==> config.mk <==
export PLATFORM = sky130hd
export DESIGN_NAME = jtag_tap_sampled
export DESIGN_NICKNAME = d
export VERILOG_FILES = /design/src/rtl/jtag_tap_sampled.sv
export SDC_FILE = /design/constraint.sdc
export NUM_CORES = 1
export LEC_CHECK = 0
export BUFFER_PORTS_ARGS = -buffer_cell sky130_fd_sc_hd__buf_2
export CAP_MARGIN = 10
export CORE_MARGIN = 1.5
export CORE_UTILIZATION = 61
export CTS_CLUSTER_SIZE = 14
export DETAILED_ROUTE_END_ITERATION = 10
export GPL_TIMING_DRIVEN = 0
export PLACE_DENSITY = 0.9
export SETUP_SLACK_MARGIN = 0.1
export SKIP_CTS_REPAIR_TIMING = 1
export SYNTH_ARGS = -nofsm -noshare
export SYNTH_HDL_FRONTEND = slang
export SYNTH_SLANG_ARGS = --single-unit
export TNS_END_PERCENT = 50
==> constraint.sdc <==
create_clock -name clock -period 8.8 [get_ports clock]
set_input_delay 0.44 -clock clock [delete_from_list [all_inputs] [get_ports clock]]
set_output_delay 0.44 -clock clock [all_outputs]
set_load 0.05 [all_outputs]
==> src/rtl/jtag_tap_sampled.sv <==
// IEEE 1149.1 TAP controller oversampled on the system clock; TCK is synchronized and
// edge-detected as data. Provides IDCODE, BYPASS and one user DR with parallel capture/update.
module jtag_tap_sampled #(
    parameter int                IR_LEN       = 5,
    parameter logic [31:0]       IDCODE_VALUE = 32'h1000_0DB3,
    parameter logic [IR_LEN-1:0] USER_IR      = 5'h11,
    parameter int                USER_DR_LEN  = 41
) (
    input  logic                   clock,
    input  logic                   reset,
    input  logic                   jtag_TCK,
    input  logic                   jtag_TMS,
    input  logic                   jtag_TDI,
    input  logic                   jtag_TRSTn,
    output logic                   jtag_TDO_data,
    output logic                   jtag_TDO_driven,
    input  logic [USER_DR_LEN-1:0] dr_capture_data,
    output logic [USER_DR_LEN-1:0] dr_update_data,
    output logic                   dr_update_valid,
    output logic [3:0]             tap_state
);

    typedef enum logic [3:0] {
        TLR    = 4'd0,  RTI     = 4'd1,  SEL_DR = 4'd2,  CAP_DR = 4'd3,
        SH_DR  = 4'd4,  EX1_DR  = 4'd5,  PS_DR  = 4'd6,  EX2_DR = 4'd7,
        UPD_DR = 4'd8,  SEL_IR  = 4'd9,  CAP_IR = 4'd10, SH_IR  = 4'd11,
        EX1_IR = 4'd12, PS_IR   = 4'd13, EX2_IR = 4'd14, UPD_IR = 4'd15
    } state_e;

    localparam logic [IR_LEN-1:0] IR_IDCODE  = {{(IR_LEN-1){1'b0}}, 1'b1};
    localparam logic [IR_LEN-1:0] IR_CAPTURE = {{(IR_LEN-2){1'b0}}, 2'b01};

    state_e state_q, state_d;
    logic tck_s1_q, tck_s2_q, tck_s3_q;
    logic tms_s1_q, tms_s2_q, tdi_s1_q, tdi_s2_q, trst_s1_q, trst_s2_q;
    logic [IR_LEN-1:0]      ir_q, ir_sr_q;
    logic [31:0]            id_sr_q;
    logic                   byp_q;
    logic [USER_DR_LEN-1:0] usr_sr_q, upd_q;
    logic                   upd_vld_q, tdo_q, drv_q;
    logic                   tck_rise, tck_fall, sel_id, sel_usr;

    // TCK gets a third stage so a single transition yields exactly one rise or fall strobe.
    always_ff @(posedge clock or posedge reset) begin
        if (reset) begin
            {tck_s1_q, tck_s2_q, tck_s3_q} <= 3'b000;
            {tms_s1_q, tms_s2_q, tdi_s1_q, tdi_s2_q} <= 4'b0000;
            {trst_s1_q, trst_s2_q} <= 2'b00;
        end else begin
            {tck_s1_q, tck_s2_q, tck_s3_q} <= {jtag_TCK, tck_s1_q, tck_s2_q};
            {tms_s1_q, tms_s2_q} <= {jtag_TMS, tms_s1_q};
            {tdi_s1_q, tdi_s2_q} <= {jtag_TDI, tdi_s1_q};
            {trst_s1_q, trst_s2_q} <= {jtag_TRSTn, trst_s1_q};
        end
    end

    assign tck_rise = tck_s2_q & ~tck_s3_q;
    assign tck_fall = ~tck_s2_q & tck_s3_q;
    assign sel_id   = (ir_q == IR_IDCODE);
    assign sel_usr  = (ir_q == USER_IR);

    always_ff @(posedge clock or posedge reset) begin
        if (reset) state_q <= TLR;
        else       state_q <= state_d;
    end

    always_comb begin
        state_d = state_q;
        if (tck_rise) begin
            case (state_q)
                TLR:     state_d = tms_s2_q ? TLR    : RTI;
                RTI:     state_d = tms_s2_q ? SEL_DR : RTI;
                SEL_DR:  state_d = tms_s2_q ? SEL_IR : CAP_DR;
                CAP_DR:  state_d = tms_s2_q ? EX1_DR : SH_DR;
                SH_DR:   state_d = tms_s2_q ? EX1_DR : SH_DR;
                EX1_DR:  state_d = tms_s2_q ? UPD_DR : PS_DR;
                PS_DR:   state_d = tms_s2_q ? EX2_DR : PS_DR;
                EX2_DR:  state_d = tms_s2_q ? UPD_DR : SH_DR;
                UPD_DR:  state_d = tms_s2_q ? SEL_DR : RTI;
                SEL_IR:  state_d = tms_s2_q ? TLR    : CAP_IR;
                CAP_IR:  state_d = tms_s2_q ? EX1_IR : SH_IR;
                SH_IR:   state_d = tms_s2_q ? EX1_IR : SH_IR;
                EX1_IR:  state_d = tms_s2_q ? UPD_IR : PS_IR;
                PS_IR:   state_d = tms_s2_q ? EX2_IR : PS_IR;
                EX2_IR:  state_d = tms_s2_q ? UPD_IR : SH_IR;
                UPD_IR:  state_d = tms_s2_q ? SEL_DR : RTI;
                default: state_d = TLR;
            endcase
        end
        if (!trst_s2_q) state_d = TLR;
    end

    // Register actions key off the state before the transition.
    always_ff @(posedge clock or posedge reset) begin
        if (reset) begin
            ir_q      <= IR_IDCODE;
            ir_sr_q   <= '0;
            id_sr_q   <= '0;
            byp_q     <= 1'b0;
            usr_sr_q  <= '0;
            upd_q     <= '0;
            upd_vld_q <= 1'b0;
            tdo_q     <= 1'b0;
            drv_q     <= 1'b0;
        end else begin
            upd_vld_q <= 1'b0;
            if (!trst_s2_q) begin
                ir_q  <= IR_IDCODE;
                tdo_q <= 1'b0;
                drv_q <= 1'b0;
            end else begin
                if (tck_rise) begin
                    case (state_q)
                        CAP_IR: ir_sr_q <= IR_CAPTURE;
                        SH_IR:  ir_sr_q <= {tdi_s2_q, ir_sr_q[IR_LEN-1:1]};
                        UPD_IR: ir_q    <= ir_sr_q;
                        CAP_DR: begin
                            if (sel_usr)     usr_sr_q <= dr_capture_data;
                            else if (sel_id) id_sr_q  <= IDCODE_VALUE;
                            else             byp_q    <= 1'b0;
                        end
                        SH_DR: begin
                            if (sel_usr)     usr_sr_q <= {tdi_s2_q, usr_sr_q[USER_DR_LEN-1:1]};
                            else if (sel_id) id_sr_q  <= {tdi_s2_q, id_sr_q[31:1]};
                            else             byp_q    <= tdi_s2_q;
                        end
                        UPD_DR: begin
                            if (sel_usr) begin
                                upd_q     <= usr_sr_q;
                                upd_vld_q <= 1'b1;
                            end
                        end
                        default: ;
                    endcase
                    if (state_d == TLR) ir_q <= IR_IDCODE;
                end
                if (tck_fall) begin
                    drv_q <= (state_q == SH_IR) || (state_q == SH_DR);
                    if (state_q == SH_IR)      tdo_q <= ir_sr_q[0];
                    else if (state_q == SH_DR) tdo_q <= sel_usr ? usr_sr_q[0] : (sel_id ? id_sr_q[0] : byp_q);
                    else                       tdo_q <= 1'b0;
                end
            end
        end
    end

    assign jtag_TDO_data   = tdo_q;
    assign jtag_TDO_driven = drv_q;
    assign dr_update_data  = upd_q;
    assign dr_update_valid = upd_vld_q;
    assign tap_state       = state_q;

endmodule

==> results.md <==
- Status: completed
- Register Area: approximately 0.0035 mm2
- Total power: 1.41 mW
- Multi-input logic area: ~0.0024 mm2
- Initial antenna violation count: 0
- Area Overhead vs Synth: 19.9%
- Worst hold slack: between 15 and 20 ps
- I/O pin cnt: 95
- Final hold vios: 0
- Share of the yosys chip area belonging to registers: ~57%
- 1st-iter DRT viols: about 160
- Global routing's busiest layer: met2
- DP HPWL: between 8000 and 9000 um
- Final worst-path cycle share: about 28%
- PwrDens: ~190 mW/mm2
- H-tree depth: 4
- Fraction of layout cells with a size suffix above 1: 48.6%
- Later-pin clock latency in the skew report: 530 ps
- Setup ws final: around 6300 ps
- Setup TNS: 0 ps
- Critical Path AT: 2920 ps
- Avg WL per Cell: 18.5 um
- Most common cell after layout, fill and taps aside: dfrtp_1
- Mapped Area: around 0.0062 mm2
- Pre-CTS setup slack: 6340 ps
- Drt first pass iters: 4
- Util after Layout: between 70% and 80%
- Clock Root Buffer: clkbuf_8
- Die Y: around 100 um
- Maximum vdd drop: 0.142 mV
- First-pass GRT wire length: 21400 um
- GRT Overall Usage: between 20% and 30%
- Longest Clk Path Bufs: 2
- Most frequent cells in the layout: dfrtp_1, buf_2, mux2_2
- Final wirelength: approximately 13000 um
- Least-Margin Pin Slew: roughly 1000 ps
- Fmax: approximately 400 MHz
- # DRC: 0
- Num rows: 36
- Crit Path Category: reg -> reg
- Clock slew at reported path FFs: ~60 ps
- Leakage power: between 3 and 4 nW
- Clock skew: ~6 ps
- Main flop type after synthesis: dfrtp_1
- Post-route ant nets: 0
- Clk sinks: between 100 and 150
- # fillers: 630
- Worst setup EP type: flop
- Avg Vias per Cell: approximately 5.8
- Largest net degree at the start of global routing: 78
- #FFs+latches synth: about 140
- Worst min path class: in -> reg
- Vias in the first global route: 4298
- Syn Nets: 476
- Crit start category: flop
- Antenna cells: 0
- CTS tree: done
- GR Util met2: slightly above 40%
- Max-slew violations: 0
- Gpl congestion: between 0.8 and 0.9
- Crit-path max FO: 10
- Met1 usage: between 30% and 40%
- EDFF count, synth: 0
- CP required: ~9200 ps
- IO Port Bufs: between 90 and 100
- Slew headroom: between 30% and 40%
- # nets final: roughly 600
- Vias: between 3000 and 4000
- Synth Instances: approximately 430
- DIE WIDTH: approximately 100 um
- Post-synthesis area per instance: around 14 um2
- M3 GR Usage: ~6.4%
- Die ar.: 0.0108 mm2
- Max-Cap Viols: 0
- Count of cell types in the netlist: a little under 50
- RSZ-0062 raised after global routing: false
- Core footprint: a little under 0.01 mm2
- Final-report setup violation count: 0
- Synth Warn #: 0
- Ys async rst share: 100%
- Minimum clock period: 2510 ps
- Cts bufs inserted: 17
- Gr ovfl total: 0
- Initial Util: between 60% and 70%
report_power, final:
group | internal [mW] | total [mW] | switching (mW)
sequential | 0.658 | 0.665 | 0.00659
combinational | 0.0279 | 0.0646 | 0.0366
clock | 0.428 | 0.685 | 0.257
per-stage QoR:
step | cell area (um2) | instances
finish | 7430 | 687
global route | 7430 | 687
CTS | 7430 | 687
detailed placement | 6870 | 657
global placement | 6840 | 656
floorplan | 6200 | 429
critical path: stages, from the launching register on:
cell	delay (ps)
dfrtp_1	380
buf_2	180
nor4b_1	320
buf_2	320
clkbuf_1	500
mux2_2	410
mux2_2	270
registers in the layout, indices dropped and copies added (netlist names):
register         cells
tck_s2_q             1
dr_update_data      41
jtag_TDO_data        1
tdi_s2_q             1
usr_sr_q            41
tck_s1_q             1
ir_sr_q              5
trst_s2_q            1
tms_s2_q             1
tck_s3_q             1
byp_q                1
dr_update_valid      1
tap_state            4
ir_q                 5
tms_s1_q             1
trst_s1_q            1
tdi_s1_q             1
id_sr_q             32
jtag_TDO_driven      1
worst paths after layout:
kind	startpoint	endpoint	slack (ps)	cells past startpoint
max	tap_state[1]	usr_sr_q[19]	6290	6
min	jtag_TCK	tck_s1_q	20	1
max reg2reg	tap_state[1]	usr_sr_q[19]	6290	6
min reg2reg	tdi_s1_q	tdi_s2_q	350	0
max in group asynchronous	reset	ir_q[0]	8020	3
min in group asynchronous	reset	ir_sr_q[4]	30	2
Yosys cell counts (2+ instances only):
master    number  area share, %
dfrtp_1      140             57
mux2_2        83             15
mux2_4        39            9.4
a22o_1        23            3.2
clkbuf_1      12           0.73
o21ai_0       10           0.81
buf_2          9           0.73
inv_1          9           0.54
nand3_1        9           0.73
o22a_1         9            1.3
a21oi_1        6           0.48
mux2i_1        6           0.97
nand2_1        6           0.36
nor2_1         6           0.36
buf_12         4            1.3
nand2b_1       4           0.40
nor2b_1        4           0.40
nor3b_1        4           0.48
a31oi_1        3           0.30
buf_6          3           0.54
nand3b_1       3           0.36
nand4_1        3           0.30
a21boi_0       2           0.24
buf_1          2           0.12
nor3_1         2           0.16
nor4b_1        2           0.28
o211ai_1       2           0.24
o22ai_1        2           0.20
o31ai_1        2           0.24
metal layers:
| metal | wire length, um | up-vias |
|---|---|---|
| li1 | - | 1791 |
| met1 | 5320 | 2006 |
| met2 | 6210 | 137 |
| met3 | 626 | 41 |
| met4 | 530 | 0 |
| met5 | 0 | - |
cells by family (layout without fill, tap and decap cells):
family / count (synthesis) / count (layout) / synth area share (%)
AOI/OAI and AO/OA: 67 / 67 / 8.09
xor gates and xnor gates: 1 / 1 / 0.141
buffers and inverters: 40 / 165 / 4.04
DFF: 141 / 141 / 56.9
muxes: 128 / 128 / 25.5
and+or+nand+nor: 52 / 52 / 5.31
area by class of cell:
cell class,instances,area share [%]
plain buffers,31,2.91
clock buffers,23,6.41
clock inverters,7,1.18
inverters,9,0.522
multi-input cells,248,32.6
flip-flops and latches,141,47.5
well taps,133,2.24
repair buffers,95,6.70
Power figures use the tool's default switching activity.
